**config.mk**
```make
export PLATFORM = sky130hd
export DESIGN_NAME = banked_register_file
export DESIGN_NICKNAME = d
export VERILOG_FILES = /design/src/rtl/banked_register_file.sv
export SDC_FILE = /design/constraint.sdc
export NUM_CORES = 1
export LEC_CHECK = 0
export CELL_PAD_IN_SITES_DETAIL_PLACEMENT = 0
export CELL_PAD_IN_SITES_GLOBAL_PLACEMENT = 1
export CORE_MARGIN = 3
export CORE_UTILIZATION = 45
export CTS_CLUSTER_DIAMETER = 60
export CTS_CLUSTER_SIZE = 10
export DETAILED_ROUTE_END_ITERATION = 10
export GPL_ROUTABILITY_DRIVEN = 0
export PLACE_DENSITY_LB_ADDON = 0.1
export SETUP_SLACK_MARGIN = 0.1
export SYNTH_ARGS = -nofsm -noshare
export SYNTH_HDL_FRONTEND = slang
export SYNTH_SLANG_ARGS = --single-unit
```
**constraint.sdc**
```tcl
create_clock -name clock -period 3.62 [get_ports clock]
set_input_delay 0.724 -clock clock [delete_from_list [all_inputs] [get_ports clock]]
set_output_delay 0.724 -clock clock [all_outputs]
set_load 0.01 [all_outputs]
```
**src/rtl/banked_register_file.sv**
```systemverilog
// Banked register file: NUM_BANKS banks of 2^ADDR_W regs, three bypassed
// read ports, cross-bank send, bank0 $mem/$ra ports, and a save/restore
// engine that copies one bank to/from a shadow bank one register per cycle.
// Ports:
//   clock, reset_n                  clock and async active-low reset
//   readRegN/readBankN -> dataN     combinational reads with write bypass
//   writeReg/writeBank/writeData    register write (RegWrite)
//   isSend                          write source is data1
//   memWrite/RegMemWrite            bank0[MEM_REG] write
//   memRead/raRead                  bank0 $mem / $ra views
//   saveReq/restoreReq/ctxBank      save/restore requests
//   busy/done                       engine status
module banked_register_file #(
   parameter int DATA_W    = 8,
   parameter int ADDR_W    = 2,
   parameter int NUM_BANKS = 2,
   parameter int MEM_REG   = 1,
   parameter int RA_REG    = 0,
   localparam int BANK_W   = (NUM_BANKS > 1) ? $clog2(NUM_BANKS) : 1
) (
   input  logic              clock,
   input  logic              reset_n,
   input  logic [ADDR_W-1:0] readReg1,
   input  logic [ADDR_W-1:0] readReg2,
   input  logic [ADDR_W-1:0] readReg3,
   input  logic [BANK_W-1:0] readBank1,
   input  logic [BANK_W-1:0] readBank2,
   input  logic [BANK_W-1:0] readBank3,
   input  logic [ADDR_W-1:0] writeReg,
   input  logic [BANK_W-1:0] writeBank,
   input  logic [DATA_W-1:0] writeData,
   input  logic              RegWrite,
   input  logic              isSend,
   input  logic [DATA_W-1:0] memWrite,
   input  logic              RegMemWrite,
   input  logic              saveReq,
   input  logic              restoreReq,
   input  logic [BANK_W-1:0] ctxBank,
   output logic [DATA_W-1:0] data1,
   output logic [DATA_W-1:0] data2,
   output logic [DATA_W-1:0] data3,
   output logic [DATA_W-1:0] memRead,
   output logic [DATA_W-1:0] raRead,
   output logic              busy,
   output logic              done
);

   localparam int NREGS = 2 ** ADDR_W;
   localparam logic [BANK_W:0] NB = NUM_BANKS[BANK_W:0];
   localparam logic [ADDR_W-1:0] MEM_IDX = MEM_REG[ADDR_W-1:0];
   localparam logic [ADDR_W-1:0] RA_IDX = RA_REG[ADDR_W-1:0];
   localparam logic [ADDR_W-1:0] LAST = '1;

   typedef enum logic [1:0] {IDLE, SAVE, RESTORE, DONE} state_t;

   logic [DATA_W-1:0] regs [NUM_BANKS][NREGS];
   logic [DATA_W-1:0] shadow [NREGS];

   state_t            state;
   logic [BANK_W-1:0] ctx;
   logic [ADDR_W-1:0] idx;

   logic              mem_we;
   logic              reg_we;
   logic              mem_hit_w;
   logic [DATA_W-1:0] wval;
   logic [DATA_W-1:0] raw1;
   logic [DATA_W-1:0] raw2;
   logic [DATA_W-1:0] raw3;

   function automatic logic bank_ok(input logic [BANK_W-1:0] b);
      return {1'b0, b} < NB;
   endfunction

   function automatic logic [DATA_W-1:0] rd_raw(
      input logic [BANK_W-1:0] b,
      input logic [ADDR_W-1:0] r
   );
      return bank_ok(b) ? regs[b][r] : '0;
   endfunction

   // mem write has priority; when both target bank0[MEM_REG] the
   // register write is suppressed rather than overwritten
   function automatic logic [DATA_W-1:0] bypass(
      input logic [BANK_W-1:0] b,
      input logic [ADDR_W-1:0] r,
      input logic [DATA_W-1:0] raw
   );
      if (mem_we && b == '0 && r == MEM_IDX)
         return memWrite;
      if (reg_we && b == writeBank && r == writeReg)
         return wval;
      return raw;
   endfunction

   always_comb begin
      raw1 = rd_raw(readBank1, readReg1);
      raw2 = rd_raw(readBank2, readReg2);
      raw3 = rd_raw(readBank3, readReg3);
      mem_we = RegMemWrite && !busy;
      mem_hit_w = mem_we && writeBank == '0 && writeReg == MEM_IDX;
      reg_we = RegWrite && !busy && bank_ok(writeBank) && !mem_hit_w;
      // a send takes the stored value, never its own bypass
      wval = isSend ? raw1 : writeData;
      data1 = isSend ? raw1 : bypass(readBank1, readReg1, raw1);
      data2 = bypass(readBank2, readReg2, raw2);
      data3 = bypass(readBank3, readReg3, raw3);
      memRead = regs[0][MEM_IDX];
      raRead = regs[0][RA_IDX];
   end

   always_ff @(posedge clock or negedge reset_n) begin
      if (!reset_n) begin
         for (int b = 0; b < NUM_BANKS; b++)
            for (int r = 0; r < NREGS; r++)
               regs[b][r] <= '0;
         for (int r = 0; r < NREGS; r++)
            shadow[r] <= '0;
         state <= IDLE;
         ctx   <= '0;
         idx   <= '0;
         busy  <= 1'b0;
         done  <= 1'b0;
      end else begin
         if (reg_we)
            regs[writeBank][writeReg] <= wval;
         if (mem_we)
            regs[0][MEM_IDX] <= memWrite;
         unique case (state)
            IDLE: begin
               done <= 1'b0;
               if (saveReq || restoreReq) begin
                  ctx   <= ctxBank;
                  idx   <= '0;
                  busy  <= 1'b1;
                  state <= saveReq ? SAVE : RESTORE;
               end
            end
            SAVE, RESTORE: begin
               if (state == SAVE)
                  shadow[idx] <= rd_raw(ctx, idx);
               else if (bank_ok(ctx))
                  regs[ctx][idx] <= shadow[idx];
               if (idx == LAST) begin
                  busy  <= 1'b0;
                  done  <= 1'b1;
                  state <= DONE;
               end else begin
                  idx <= idx + 1'b1;
               end
            end
            DONE: begin
               done  <= 1'b0;
               state <= IDLE;
            end
         endcase
      end
   end

endmodule
```
# Word level (Yosys, flattened, before mapping)
# Cells that the tools add are included.
[totals]
reg_bits = 103
in_bits = 36
output_inout_bits = 42
elab_cells = 173
[op_classes]
addsub = 1
n_lt_le_gt_ge = 14
n_eq_ne = 17
muxes = 77
bitwise = 14
n_reduce_logical = 33
[ops]
columns = ["operator", "count"]
rows = [
  ["2-to-1 mux 32 bit", 14],
  ["2-to-1 mux 8 bit", 27],
  ["2-to-1 mux 64 bit", 3],
  ["bitwise mux 64 bit", 2],
  ["binary-select mux 8 bit (select 2 bit)", 5],
  ["demux 32 bit (select 1 bit)", 2],
  ["bitwise mux 32 bit", 1],
  ["demux 8 bit (select 2 bit)", 2],
  ["logical AND 1 bit", 21],
  [">= comparator 3 bit (second input constant)", 5],
  ["inverter 2 -> 3 bit", 5],
  ["2-to-1 mux 1 bit", 12],
  ["== test 2 x 1 -> 1 bit (second input constant)", 5],
  [">= comparator 2 bit (second input constant)", 5],
  ["2-to-1 mux 2 bit", 5],
  ["inverter 1 -> 2 bit", 5],
  ["== test 2 bit", 3],
  ["== test 2 bit (second input constant)", 3],
  ["< comparator 3 x 1 -> 1 bit (second input constant)", 2],
  ["!= test 2 bit (second input constant)", 3],
  ["case mux 2 bit (3 select lines)", 1],
  ["AND reduction 2 bit", 3],
  ["AND reduction 3 bit", 2],
  ["< comparator 2 x 1 -> 1 bit (second input constant)", 2],
  ["10 further kinds", 18],
]

# Longest topological paths before layout
# Gate-level depths: netlist (run 1).
[depth]
word_depth = 14
depth_mapped = 10
depth_no_buf = 7

# Worst setup path after synthesis (run 1)
# No wires, ideal clock.
[synth_path]
path_type = "input-to-output"
from = "input port readReg2[1]"
to = "output port data2[0]"
t_arrival_ns = 2.092
required_time_ns = 2.896
setup_slack_ns = 0.804
cell_stages = 6
path_buffers = 2
path_cell_list = "buf_2 -> clkbuf_1 -> mux4_2 -> mux2_2 -> mux2i_1 -> o21ai_1"
[synth_between]
elab_chain_len = 6
elab_cells_between_ends = 14
classes_between = "eq/ne: 2; mux: 9; bitwise: 1; reduce/logical: 2"
[synth_rtl]
columns = ["item", "line_no", "source"]
rows = [
  ["start: declaration", "24", "input logic [ADDR_W-1:0] readReg2,"],
  ["inverter 2 -> 3 bit (implied by the code) / == test 2 bit (equally long branches)", "79, 91", ""],
  ["binary-select mux 8 bit (select 2 bit) / logical AND 1 bit (equally long branches)", "79, 91", ""],
  ["2-to-1 mux 8 bit (implied by the code) / 2-to-1 mux 1 bit (equally long branches) (2 in a row)", "79, 91", ""],
  ["2-to-1 mux 8 bit", "93", "return raw;"],
  ["2-to-1 mux 8 bit *", "91", "if (reg_we && b == writeBank && r == writeReg)"],
  ["end: declaration", "40", "output logic [DATA_W-1:0] data2,"],
]
# Every way passes the cells marked *; elsewhere a longest branch is shown, timed or not. The select of a mux whose other input is x is not followed.

# Final worst setup path (run 1)
[layout_path]
from = "input port readBank2"
to = "output port data2[3]"
[layout_between]
elab_chain_len = 9
elab_cells_between_ends = 19
classes_between = "eq/ne: 1; mux: 12; bitwise: 2; reduce/logical: 4"
[layout_rtl]
columns = ["item", "line_no", "source"]
rows = [
  ["start: declaration", "27", "input logic [BANK_W-1:0] readBank2,"],
  ["inverter 1 -> 2 bit (implied by the code)", "79", "return bank_ok(b) ? regs[b][r] : '0;"],
  ["2-to-1 mux 32 bit (implied by the code) (3 in a row)", "79", ""],
  ["binary-select mux 8 bit (select 2 bit)", "79", ""],
  ["2-to-1 mux 8 bit (implied by the code) (2 in a row)", "79", ""],
  ["2-to-1 mux 8 bit", "93", ""],
  ["2-to-1 mux 8 bit *", "91", ""],
]
# Marks and branches as above.

==> results of run 1 <==
-- layer usage --
metal  vias up  share of wire [%]
met5         -                  0
met4         0                1.3
met3        29                8.2
met2       262                 47
met1      3044                 43
li1       2905                  -
-- power groups by stage --
stage	Combinational, mW	Clock, mW	Sequential, mW
after floorplan	2.93	0	2.14
after global placement	3.90	0	2.42
after detailed placement	4.01	0	2.49
after CTS	3.94	0.971	2.47
after global routing	4.32	1.02	2.59
final	3.94	0.952	2.51
-- state kept, by name, summed over array words and instances, names as in the netlist --
name     cells
raRead       8
memRead      8
done         1
shadow      32
ctx          1
busy         1
regs        48
state        2
idx          2
-- critical path, delay by kind of cell --
family                 cells  cell delay, ps
muxes                      3             910
AOI/OAI and AO/OA          1              80
buffers and inverters      3             930
-- final cells by class --
cell class / instances / share of cell area, %
Timing Repair Buffer: 132 / 14.31
Multi-Input combinational cell: 568 / 51.46
Clock buffer: 9 / 2.437
Tap cell: 220 / 2.978
Sequential cell: 103 / 27.89
Clock inverter: 7 / 0.6904
Inverter: 6 / 0.2437
-- worst max-delay path by stage --
stage / from / to / cells past startpoint
floorplan: readReg2[1] / data2[0] / 6
CTS: writeBank / data1[4] / 9
global placement: writeBank / data1[4] / 7
finish: readBank2 / data2[3] / 7
detailed placement: readBank3 / data3[0] / 7
global route: writeBank / data1[5] / 9
-- Yosys cell counts (all sizes together) --
master | count | share of area [%]
dfrtp | 103 | 33
nand2 | 98 | 4.7
mux2i | 96 | 12
o21ai | 78 | 5.0
mux4 | 56 | 16
nor2 | 54 | 2.6
buf | 53 | 4.4
a21oi | 44 | 3.0
mux2 | 33 | 4.8
clkbuf | 19 | 0.95
o22ai | 17 | 1.4
a22o | 9 | 1.0
and2 | 9 | 0.73
o31ai | 9 | 2.3
xnor2 | 9 | 1.0
a2bb2oi | 8 | 0.90
ha | 8 | 1.3
o221ai | 8 | 0.90
and3 | 6 | 0.48
inv | 6 | 0.29
nand2b | 6 | 0.48
nor2b | 5 | 0.40
nand4 | 3 | 0.24
a31oi | 2 | 0.16
nand3 | 2 | 0.13
nor4b | 2 | 0.39
nand4b | 1 | 0.11
nor3 | 1 | 0.064
nor3b | 1 | 0.097
o21a | 1 | 0.097
o21bai | 1 | 0.097
or3b | 1 | 0.11
-- logic make-up after synthesis --
kind of cell / synth area share [%]
mux: 33.43
simple gates: 10.60
compound gates: 14.85
buf+inv: 5.596
xor+xnor: 1.016
flops: 33.22
fa+ha+maj: 1.290
-- stage by stage --
stage,setup TNS [ps],std cells,hold slack (ps)
6_report,0,1045,431.2
5_1_grt,0,1045,483.4
4_1_cts,0,1045,452.8
3_5_place_dp,-778.1,1023,467.4
3_3_place_gp,-550.7,1023,467.7
2_1_floorplan,0,749,428.4
-- timing repair --
action	in CTS	in global routing
buffers inserted	4	0
resized for setup	31	0
endpoints found under the setup margin	24	0
==> metrics.txt, run 1 <==
status=complete, no violations; Hold Crit Class=primary input to async pin; Via density=5.971; Multi-input gate area=between 0.004 and 0.005 mm^2; area grow syn2layout=19.13%; grt ovf=0; CTS Sinks=~100; dpl cell area=0.008866 mm^2; FMAX=approximately 300 MHz; Comb pwr share=53.2%; hold buffers post-CTS=0; Inserted Diodes=0; M1 GR Usage=35.81%; hpwl dp=17370 um; worst-path maximum fanout=9; CP arrival=about 2700 ps; Synth cell types=41; Reg-to-Reg End=memRead[1]$_DFF_PN0_; vias in the first global route=6295; Slowest-stage cell, CP=mux4_2; critical path cell sequence=clkdlybuf4s15_1 > bufbuf_16 > mux4_2 > mux2_2 > mux2i_1 > o21ai_1 > dlygate4sd2_1; worst-skew pair later-pin latency=340 ps; Internal=4.261 mW; register-to-register setup slack=1070 ps; syn_area_per_cell=10.36 um^2; full die area=0.01885 mm^2; Leak=3.898 nW; CTS H-tree lvls=3; initial antenna violation count=0; worst path required time=2900 ps; met3 Use GR=between 3 and 4%; commonest non-fill, non-tap cell in the layout=dfrtp_1; crit path capture type=primary output; initial cell density of the core=46.46%; Post-Route WL=between 20000 and 25000 um; clock root buffer master=clkbuf_16; commonest cells after routing, fill and taps aside=dfrtp_1, nand2_1, mux2i_1, o21ai_1, mux4_2; First-pass DRT Iterations=5; Place WS=-99.35 ps; largest buffer count on any clock path=2; Core Util, Final=a little under three fifths; share of cells above drive strength 1=19.88%; Final Cell Area=0.009243 mm^2; sequential cell area=0.002577 mm^2; min Tclk post-route=3374 ps; nets=864; cell area after synthesis=~0.0078 mm^2; Yosys warnings=0; antenna viol nets, final=0; Final setup viols=0; WL per Instance=21.87 um; Clock transition at path regs=60 ps; Port-buffer cells=77; number of CTS-inserted buffers=9; Via Count=6240; first-pass GRT wire length=36320 um; Net Switching=approximately 3.1 mW; Final Slew Violations=0; Layout Skew=8.030 ps; Worst Tran Pin Value=778.8 ps; slowest stage delay, CP=490 ps; Worst Reg-to-Reg Cells=7; num rows=47; clock share of power=12.8%; PnR worst setup slack=approximately 250 ps; Power per Cell Area=801.5 mW/mm^2; overall routing resource usage=between 20% and 30%; Crit Reg-Reg Startpoint=state[0]$_DFFE_PN0P_; Initial DRC Count=755; Post-Syn Nets=793; Tcrit/Tclk final=93.19%; IO Count=78; sequential element share of the synthesized area=33.22%; max_slew headroom=48.08%; DRC errors left=0; CTS tree=yes; final hold vios=0; met2 usage=about two fifths; sw frac=between 40% and 50%; die height=137.3 um; CORE AREA=0.01670 mm^2; flops & latches, synth=just over 100; largest net degree at the start of global routing=54; sequential share of power=between 30% and 40%; crit path launch type=primary input; VDD IR max=400.5 uV; number of fill cells=1468; Final Power=7.408 mW; Cells after Synth=749; RSZ-0062 raised after global routing=false; global routing's busiest layer=met2; Setup CP Type=primary input to primary output; Die Wd=between 100 and 150 um; Max-Cap Viols=0
No activity file was read; power rests on OpenSTA's default activity.
==> inputs of run 2 (changes only) <==
--- a/config.mk
+++ b/config.mk
@@ -9,7 +9,7 @@
 export CELL_PAD_IN_SITES_GLOBAL_PLACEMENT = 1
 export CORE_MARGIN = 3
 export CORE_UTILIZATION = 45
-export CTS_CLUSTER_DIAMETER = 60
+export CTS_CLUSTER_DIAMETER = 100
 export CTS_CLUSTER_SIZE = 10
 export DETAILED_ROUTE_END_ITERATION = 10
 export GPL_ROUTABILITY_DRIVEN = 0
==> results of run 2 <==
No change in the layout: final DEF, timing and power equal those of run 1.
==> inputs of run 3 (changes only) <==
--- a/config.mk
+++ b/config.mk
@@ -14,7 +14,7 @@
 export DETAILED_ROUTE_END_ITERATION = 10
 export GPL_ROUTABILITY_DRIVEN = 0
 export PLACE_DENSITY_LB_ADDON = 0.1
-export SETUP_SLACK_MARGIN = 0.1
+export SETUP_SLACK_MARGIN = 0.02
 export SYNTH_ARGS = -nofsm -noshare
 export SYNTH_HDL_FRONTEND = slang
 export SYNTH_SLANG_ARGS = --single-unit
==> run 3 against run 2 <==
Combinational power is 2% higher; sequential share of layout area is 0.29 points lower; clock skew barely moved; sequential power is essentially flat; core utilization rose by 0.58 points; largest cell class unchanged; global-route usage unchanged; worst hold slack gained 0.62 ps; cell count increased by 0.38%; critical path type unchanged; routed wire length is 0.62% higher.
==> metrics.txt, run 3 (synthesis gave the netlist of run 1 again) <==
status=complete, no violations; worst-skew pair later-pin latency=~340 ps; nets=868; min Tclk post-route=3430 ps; Internal=4.319 mW; Worst Tran Pin Value=approximately 790 ps; initial antenna violation count=0; antenna viol nets, final=0; VDD IR max=400.1 uV; Die Wd=roughly 140 um; CP most frequent cell=buf_4; num rows=47; initial cell density of the core=roughly 46%; Port-buffer cells=77; Setup CP Type=primary input to primary output; largest buffer count on any clock path=2; max_slew headroom=a little under half; First-pass DRT Iterations=5; Post-Route WL=between 20000 and 25000 um; full die area=between 0.015 and 0.02 mm^2; first-pass GRT wire length=36320 um; DRC errors left=0; Comb pwr share=53.7%; Final setup viols=0; Net Switching=3.151 mW; crit path launch type=primary input; CP arrival=2710 ps; Inserted Diodes=0; clock root buffer master=clkbuf_16; Bufs and invs on worst path=4; IO Count=a little under 80; Layout Skew=8.358 ps; Power per Cell Area=799.9 mW/mm^2; CTS tree=yes; largest net degree at the start of global routing=54; Reg with most FFs=regs; Tcrit/Tclk final=94.74%; area grow syn2layout=20.37%; Via Count=6297; sw frac=42.18%; number of fill cells=1457; biggest regs=regs (48), shadow (32); hold buffers post-CTS=0; RSZ-0062 raised after global routing=false; CTS Sinks=103; commonest cells after routing, fill and taps aside=dfrtp_1, nand2_1, mux2i_1, o21ai_1, mux4_2; critical path cell sequence=clkdlybuf4s50_1 > nor2b_1 > buf_4 > a22o_1 > o31ai_4 > buf_4 > mux2i_1 > o21ai_1 > dlygate4sd2_1; sequential cell area=0.002577 mm^2; crit path capture type=primary output; Place WS=-99.35 ps; Largest delay share family, worst path=buffers and inverters; CORE AREA=about 0.017 mm^2; share of cells above drive strength 1=20.27%; Final Power=7.470 mW; PnR worst setup slack=190.3 ps; sequential share of power=33.6%; vias in the first global route=about 6300; clock share of power=about an eighth; hpwl dp=17370 um; FMAX=just under 300 MHz; slowest stage delay, CP=450 ps; die height=137.3 um; grt ovf=0; Leak=4.055 nW; Clock transition at path regs=60 ps; Via density=6.003; worst-path maximum fanout=8; Multi-input gate area=around 0.0048 mm^2; overall routing resource usage=25.09%; WL per Instance=~22 um; Final Slew Violations=0; commonest non-fill, non-tap cell in the layout=dfrtp_1; Slowest-stage cell, CP=clkdlybuf4s50_1; max reg flops=between 40 and 50; number of CTS-inserted buffers=9; CTS H-tree lvls=3; final hold vios=0; Initial DRC Count=roughly 810; Hold Crit Class=primary input to async pin; worst path required time=roughly 2900 ps; Max-Cap Viols=0
run 3: changes by cell type in the layout (fill, tap and decap cells not counted):
cell / delta
buf_4: +4
clkbuf_2: +1
clkdlybuf4s15_2: -1
clkdlybuf4s50_1: -2
dlygate4sd2_1: -18
dlymetal6s2s_1: +20
run 3: power by group through the flow:
stage | clock [mW] | sequential (mW) | combinational, mW
after floorplan | 0 | 2.14 | 2.93
after global placement | 0 | 2.42 | 3.90
after detailed placement | 0 | 2.49 | 4.01
after CTS | 0.971 | 2.47 | 4.02
after global routing | 1.02 | 2.59 | 4.38
final | 0.950 | 2.51 | 4.01
run 3: metal layers:
layer | part of all wire, % | up-vias | GRT usage, %
li1 | - | 2914 | -
met1 | 44 | 3078 | 35.81
met2 | 47 | 275 | 41.06
met3 | 7.9 | 30 | 3.360
met4 | 1.5 | 0 | 5.543
met5 | 0 | - | 0
run 3: final cells by class:
class / instances / share of cell area, %
well taps: 220 / 2.947
multi-input cells: 568 / 50.92
clock inverters: 7 / 0.6833
repair buffers: 136 / 15.19
clock buffers: 9 / 2.412
flip-flops and latches: 103 / 27.60
inverters: 6 / 0.2412
run 3: through the flow:
stage | TNS (ps) | std cells | cell area, um^2 | utilization, % | hold slack, ps
2_1_floorplan | 0 | 749 | 7759 | - | 428.4
3_3_place_gp | -550.7 | 1023 | 8866 | 53.09 | 467.7
3_5_place_dp | -778.1 | 1023 | 8866 | 53.09 | 467.4
4_1_cts | 0 | 1045 | 9259 | 55.44 | 452.8
5_1_grt | 0 | 1049 | 9339 | 55.92 | 483.4
6_report | 0 | 1049 | 9339 | 55.92 | 431.9
run 3: what timing repair did:
| action | 4_1_cts | 5_1_grt |
|---|---|---|
| gates resized for setup | 9 | 24 |
| setup buffers | 4 | 4 |
| endpoints found under the setup margin | 24 | 18 |
| endpoints found under the hold margin | 0 | 0 |
| pin swaps | 2 | 4 |
| cloned | 2 | 0 |
run 3: worst reg2reg max path, cell delays in order (launching register included):
cell and delay (ps):
dfrtp_1 440, inv_1 70, ha_1 430, nor3b_1 390
nand2_1 410, nand4b_1 510, nor2_1 80, a21oi_1 130
run 3: worst paths after layout:
path | startpoint | slack (ps) | cells past startpoint | endpoint
max in group asynchronous | reset_n | 2470 | 2 | regs[14]$_DFF_PN0_
worst max-delay path | readReg1[0] | 190 | 9 | data2[4]
worst min register to register | done$_DFFE_PN0P_ | 490 | 1 | done$_DFFE_PN0P_
min in group clock | done$_DFFE_PN0P_ | 490 | 1 | done$_DFFE_PN0P_
worst min-delay path | reset_n | 430 | 1 | state[0]$_DFFE_PN0P_
worst max register to register | state[0]$_DFFE_PN0P_ | 1090 | 7 | memRead[1]$_DFF_PN0_
